==> src/rtl/divider_share.sv <==
// divider_share
//   Round-robin arbiter and sequencer that lets N_REQ requesters take turns on
//   a single shared divider. One division is in flight at a time: a request is
//   accepted in IDLE, issued to the divider, its completion awaited, and the
//   quotient/remainder returned to the granted requester as a one-cycle pulse.
//
// Parameters
//   N_REQ  number of requesters (>= 2)
//   WIDTH  operand/result width, must match the attached divider
//
// Ports
//   i_clk, i_cg, i_rst      clock, clock gate (state holds while low),
//                           synchronous active-high reset
//   i_reqValid/o_reqReady   per-requester handshake, o_reqReady is one-hot
//   i_reqDividend/Divisor   packed operands, requester k at [k*WIDTH +: WIDTH]
//   o_rspValid              one-cycle response pulse to the originating requester
//   o_rspQuotient/Remainder shared result buses, valid with o_rspValid
//   o_divBegin/Dividend/Divisor   drive the divider's start and operands
//   i_divBusy/Quotient/Remainder  divider status and results
//
// Configuration
//   DIVIDER_SHARE_ZERO_BYPASS_EN  when defined, a zero divisor skips the
//   divider and answers directly with quotient all-ones, remainder = dividend.

module divider_share #(
  parameter int N_REQ = 4,
  parameter int WIDTH = 8
) (
  input  logic                   i_clk,
  input  logic                   i_cg,
  input  logic                   i_rst,
  input  logic [N_REQ-1:0]       i_reqValid,
  output logic [N_REQ-1:0]       o_reqReady,
  input  logic [N_REQ*WIDTH-1:0] i_reqDividend,
  input  logic [N_REQ*WIDTH-1:0] i_reqDivisor,
  output logic [N_REQ-1:0]       o_rspValid,
  output logic [WIDTH-1:0]       o_rspQuotient,
  output logic [WIDTH-1:0]       o_rspRemainder,
  output logic                   o_divBegin,
  output logic [WIDTH-1:0]       o_divDividend,
  output logic [WIDTH-1:0]       o_divDivisor,
  input  logic                   i_divBusy,
  input  logic [WIDTH-1:0]       i_divQuotient,
  input  logic [WIDTH-1:0]       i_divRemainder
);

  localparam int PTR_W = (N_REQ > 1) ? $clog2(N_REQ) : 1;

  localparam logic [1:0] ST_IDLE  = 2'd0;
  localparam logic [1:0] ST_ISSUE = 2'd1;
  localparam logic [1:0] ST_WAIT  = 2'd2;
  localparam logic [1:0] ST_RESP  = 2'd3;

  logic [1:0]       state_q, state_d;
  logic [PTR_W-1:0] ptr_q, ptr_d;
  logic [PTR_W-1:0] idx_q, idx_d;
  logic [WIDTH-1:0] dividend_q, dividend_d;
  logic [WIDTH-1:0] divisor_q, divisor_d;
  logic [WIDTH-1:0] quot_q, quot_d;
  logic [WIDTH-1:0] rem_q, rem_d;
  logic             sawBusy_q, sawBusy_d;

  logic [PTR_W-1:0] pick;
  logic [PTR_W-1:0] pickNext;
  logic             found;
  logic             accept;
  logic [WIDTH-1:0] pickDividend;
  logic [WIDTH-1:0] pickDivisor;

  // Round-robin search: first valid index at or after ptr, wrapping.
  always_comb begin
    int j;
    j     = 0;
    found = 1'b0;
    pick  = ptr_q;
    for (int i = 0; i < N_REQ; i++) begin
      j = int'(ptr_q) + i;
      if (j >= N_REQ) j = j - N_REQ;
      if (!found && i_reqValid[j]) begin
        found = 1'b1;
        pick  = PTR_W'(j);
      end
    end
  end

  assign pickNext     = (pick == PTR_W'(N_REQ - 1)) ? '0 : pick + PTR_W'(1);
  assign pickDividend = i_reqDividend[pick*WIDTH +: WIDTH];
  assign pickDivisor  = i_reqDivisor[pick*WIDTH +: WIDTH];

  // Grant only in IDLE with the clock enabled; reset also masks it so all
  // outputs read 0 while reset is applied.
  always_comb begin
    o_reqReady = '0;
    if (state_q == ST_IDLE && i_cg && !i_rst && found) o_reqReady[pick] = 1'b1;
  end

  assign accept = |(i_reqValid & o_reqReady);

  always_comb begin
    state_d    = state_q;
    ptr_d      = ptr_q;
    idx_d      = idx_q;
    dividend_d = dividend_q;
    divisor_d  = divisor_q;
    quot_d     = quot_q;
    rem_d      = rem_q;
    sawBusy_d  = sawBusy_q;
    case (state_q)
      ST_IDLE: begin
        if (accept) begin
          idx_d      = pick;
          dividend_d = pickDividend;
          divisor_d  = pickDivisor;
          ptr_d      = pickNext;
          state_d    = ST_ISSUE;
`ifdef DIVIDER_SHARE_ZERO_BYPASS_EN
          if (pickDivisor == '0) begin
            quot_d  = '1;
            rem_d   = pickDividend;
            state_d = ST_RESP;
          end
`endif
        end
      end
      ST_ISSUE: begin
        sawBusy_d = 1'b0;
        state_d   = ST_WAIT;
      end
      ST_WAIT: begin
        // Completion is a busy high-to-low, so a divider that has not yet
        // raised busy is not mistaken for a finished one.
        if (i_divBusy) sawBusy_d = 1'b1;
        if (sawBusy_q && !i_divBusy) begin
          quot_d  = i_divQuotient;
          rem_d   = i_divRemainder;
          state_d = ST_RESP;
        end
      end
      ST_RESP: begin
        state_d = ST_IDLE;
      end
      default: begin
        state_d = ST_IDLE;
      end
    endcase
  end

  always_ff @(posedge i_clk) begin
    if (i_rst) begin
      state_q    <= ST_IDLE;
      ptr_q      <= '0;
      idx_q      <= '0;
      dividend_q <= '0;
      divisor_q  <= '0;
      quot_q     <= '0;
      rem_q      <= '0;
      sawBusy_q  <= 1'b0;
    end else if (i_cg) begin
      state_q    <= state_d;
      ptr_q      <= ptr_d;
      idx_q      <= idx_d;
      dividend_q <= dividend_d;
      divisor_q  <= divisor_d;
      quot_q     <= quot_d;
      rem_q      <= rem_d;
      sawBusy_q  <= sawBusy_d;
    end
  end

  // Pulses are decoded from state, so they stretch across gated cycles.
  always_comb begin
    o_rspValid = '0;
    if (state_q == ST_RESP && !i_rst) o_rspValid[idx_q] = 1'b1;
  end

  assign o_divBegin     = (state_q == ST_ISSUE) && !i_rst;
  assign o_divDividend  = dividend_q;
  assign o_divDivisor   = divisor_q;
  assign o_rspQuotient  = quot_q;
  assign o_rspRemainder = rem_q;

endmodule

==> config.mk <==
export PLATFORM = sky130hd
export DESIGN_NAME = divider_share
export DESIGN_NICKNAME = d
export VERILOG_FILES = /design/src/rtl/divider_share.sv
export SDC_FILE = /design/constraint.sdc
export NUM_CORES = 1
export LEC_CHECK = 0
export ABC_AREA = 1
export BUFFER_PORTS_ARGS = -buffer_cell sky130_fd_sc_hd__buf_2
export CORE_MARGIN = 1.5
export CORE_UTILIZATION = 46
export CTS_CLUSTER_DIAMETER = 120
export DETAILED_ROUTE_END_ITERATION = 10
export GPL_TIMING_DRIVEN = 0
export PLACE_DENSITY = 0.92
export SLEW_MARGIN = 15
export SYNTH_ARGS = -nofsm -noshare
export SYNTH_HDL_FRONTEND = slang
export SYNTH_SLANG_ARGS = --single-unit
export TNS_END_PERCENT = 100
==> constraint.sdc <==
create_clock -name i_clk -period 3.14 [get_ports i_clk]
set_input_delay 0.628 -clock i_clk [delete_from_list [all_inputs] [get_ports i_clk]]
set_output_delay 0.628 -clock i_clk [all_outputs]
set_load 0.01 [all_outputs]
==> impl_metrics.tcl <==
set metrics [dict create \
    outcome "finished, final reports clean" \
    cts-root-buf "clkbuf_8" \
    relSlewSlack 0.669 \
    worstHoldPathType "reg2reg" \
    yosys_warnings 0 \
    final_nets 602 \
    crit_required_ps 2510 \
    rsz0062_at_grt "no" \
    syn_inst 375 \
    pwr-share-seq 0.189 \
    p_clk_frac 0.108 \
    async_flop_share 0 \
    synth_enable_flop_cells 0 \
    whs_ps 490 \
    clk_latency_ps 290 \
    gp_congestion 0.881 \
    dp.cells 573 \
    fillCellCount 430 \
    syn_to_final_growth_pct 34.0 \
    antenna_left 0 \
    clock_sinks 39 \
    min_period_over_period 0.949 \
    worst_pin_slew_ps 496 \
    post_dp_cell_area_sq_um 3240 \
    syn-num-nets 469 \
    grt_max_degree 13 \
    yosys.area_share.simple 0.323 \
    synthXorXnorAreaFrac 0 \
    max_cap_viol_count 0 \
    io-pin-count 129 \
    htreeDepth 2 \
    slowest_stage "dfxtp_1" \
    drive_above_1_share 0.343 \
    cp_max_fo 19 \
    dpl.hpwl_um 5830 \
    critPathTopFamily "simple AND/OR/NAND/NOR gates" \
    die-area_sq_um 5910 \
    synth_ff_type "dfxtp_1" \
    path_buf_inv 6 \
    via_per_inst 5.33 \
    stdcell_count 578 \
    total_leakage_power_uw 0.00168 \
    synth_cell_type_count 27 \
    cts_tree "yes" \
    port_buffers 128 \
    period_minus_slack_ps 2980 \
    cts_buffers 5 \
    drc 0 \
    slew_violations 0 \
    switching_share 0.505 \
    synthTopCellsByArea "dfxtp_1 31%, nand2_1 13%, nor2_1 8.5%, o21ai_0 6.4%, inv_1 5.2%" \
    clkSlewWorstSetupHoldPaths_ps 80 \
    synth.top_cell.area_share 0.311 \
    cp.arrival_ps 2350 \
    netlist_top_cells_count "85 x nand2_1, 57 x nor2_1, 39 x dfxtp_1, 35 x inv_1, 32 x o21ai_0" \
    critPathLaunchType "flop" \
    synth_mux_area_frac 0 \
    yosysMostFrequentCell "nand2_1" \
    switching_power_uw 1910 \
    p_int_uw 1870 \
    num_rows 26 \
    place_ws_ps 53.8 \
    synthesis.area_sq_um 2510 \
    die_w_um 76.9 \
    crit_type "reg2out" \
    drt_first_pass_iters 5 \
    p_comb_frac 0.703 \
    yosysSeqAreaShare 0.311 \
    synth_seq_cells 39 \
    grt_pass1_vias 2812 \
    fin_area_sq_um 3370 \
    vias 3078 \
    grt_remaining_overflow 0 \
    synthAdderAreaFrac 0.0299 \
    drt_iter0_markers 171 \
    ctsHoldBuffers 0 \
    slowest_delay_ps 310 \
    routedWlPerCell_um 13.0 \
    crit_chain "buf_6 > inv_4 > nand2_1 > nand2_2 > nand2_1 > nand2_2 > nand4_4 > inv_1 > nand2_1 > nand2_2 > buf_6 > ha_1 > inv_1 > nor2_1 > buf_2" \
    setup_total_negative_slack_ps 0 \
    antenna_found_initial 0 \
    skew_ps 10.5 \
    cts_buffer_depth 2 \
    ir_drop_mv 0.769 \
    synth_compound_area_frac 0.218 \
    synth_top_cell_by_area "dfxtp_1" \
    die_h_um 76.9 \
    initial_utilization 0.485 \
    grt_pass1_wl_um 12000 \
    setup_ws_ps 160 \
    core-area_sq_um 5170 \
    track_usage 0.247 \
    synth_top_family_by_area "simple AND/OR/NAND/NOR gates" \
    setup_viol 0 \
    fmax_mhz 336 \
    wl_um 7490 \
    diodes 0 \
    syn_avg_cell_area_sq_um 6.70 \
    powerDensity_nw_per_um2 1120 \
    hold_viol 0 \
    end_kind "output pin" \
]
## worst min-delay path, stage by stage, from the launching register on
cell and delay [ps]:
dfxtp_1 330, nor2_1 50, nor2_1 80
## registers in the layout (all words and copies together) (netlist names)
| signal | cells |
|---|---|
| o_rspQuotient | 8 |
| state_q | 2 |
| o_divDividend | 8 |
| sawBusy_q | 1 |
| o_divDivisor | 8 |
| o_rspRemainder | 8 |
| idx_q | 2 |
| ptr_q | 2 |
## power groups by stage
stage               logic, uW  registers, uW  clock network (uW)
detailed placement       2610            718                   0
global placement         2520            711                   0
floorplan                1900            763                   0
CTS                      2620            708                 416
finish                   2650            714                 408
global route             2920            732                 442
## routing by layer
metal	part of all wire	track usage
met1	0.37	0.274
met2	0.50	0.437
met3	0.081	0.0500
met4	0.043	0.135
met5	0	0
## placed cells by master, fill, tap and decap left out, drive strengths merged, types with 6 or more instances in the layout
| master | synthesis | layout |
|---|---|---|
| nand3 | 20 | 20 |
| o21ai | 33 | 33 |
| dfxtp | 39 | 39 |
| buf | 16 | 142 |
| ha | 6 | 6 |
| a21oi | 20 | 20 |
| o21a | 17 | 17 |
| o211ai | 16 | 16 |
| nor2 | 63 | 63 |
| inv | 39 | 39 |
| nand2 | 92 | 92 |
| clkbuf | 4 | 9 |
## worst paths after layout
kind | from | end | slack (ps) | cells past startpoint
worst max-delay path | ptr_q[1] | o_reqReady[3] | 160 | 15
worst min-delay path | o_rspQuotient[1] | o_rspQuotient[1] | 490 | 2
worst max register to register | ptr_q[1] | ptr_q[0] | 410 | 21
worst min register to register | o_rspQuotient[1] | o_rspQuotient[1] | 490 | 2
## stage by stage
stage	util	power, uW
CTS	0.648	3750
finish	0.651	3770
global placement	0.626	3230
floorplan	-	2660
detailed placement	0.626	3320
global route	0.651	4100
## layout make-up
| class | instances | area [sq um] | area share |
|---|---|---|---|
| multi-input cells | 277 | 1460 | 0.433 |
| flip-flops and latches | 39 | 782 | 0.232 |
| repair buffers | 128 | 641 | 0.190 |
| inverters | 39 | 149 | 0.0442 |
| plain buffers | 18 | 144 | 0.0428 |
| well taps | 70 | 87.6 | 0.0260 |
| clock buffers | 5 | 68.8 | 0.0204 |
| clock inverters | 2 | 37.5 | 0.0112 |
## logic make-up (layout without fill, tap and decap cells)
kind of cell             count (synthesis)  count (layout)
AND/OR/NAND/NOR                        182             182
adder cells (fa/ha/maj)                  6               6
buffers and inverters                   59             192
flip-flops                              39              39
AO/OA/AOI/OAI                           89              89
## repair_timing
action,CTS,global route
gates cloned,0,0
setup endpoints to repair,1,2
gates resized for setup,2,7
buffers inserted,0,0
endpoints found under the hold margin,0,0
Power figures use the tool's default switching activity.
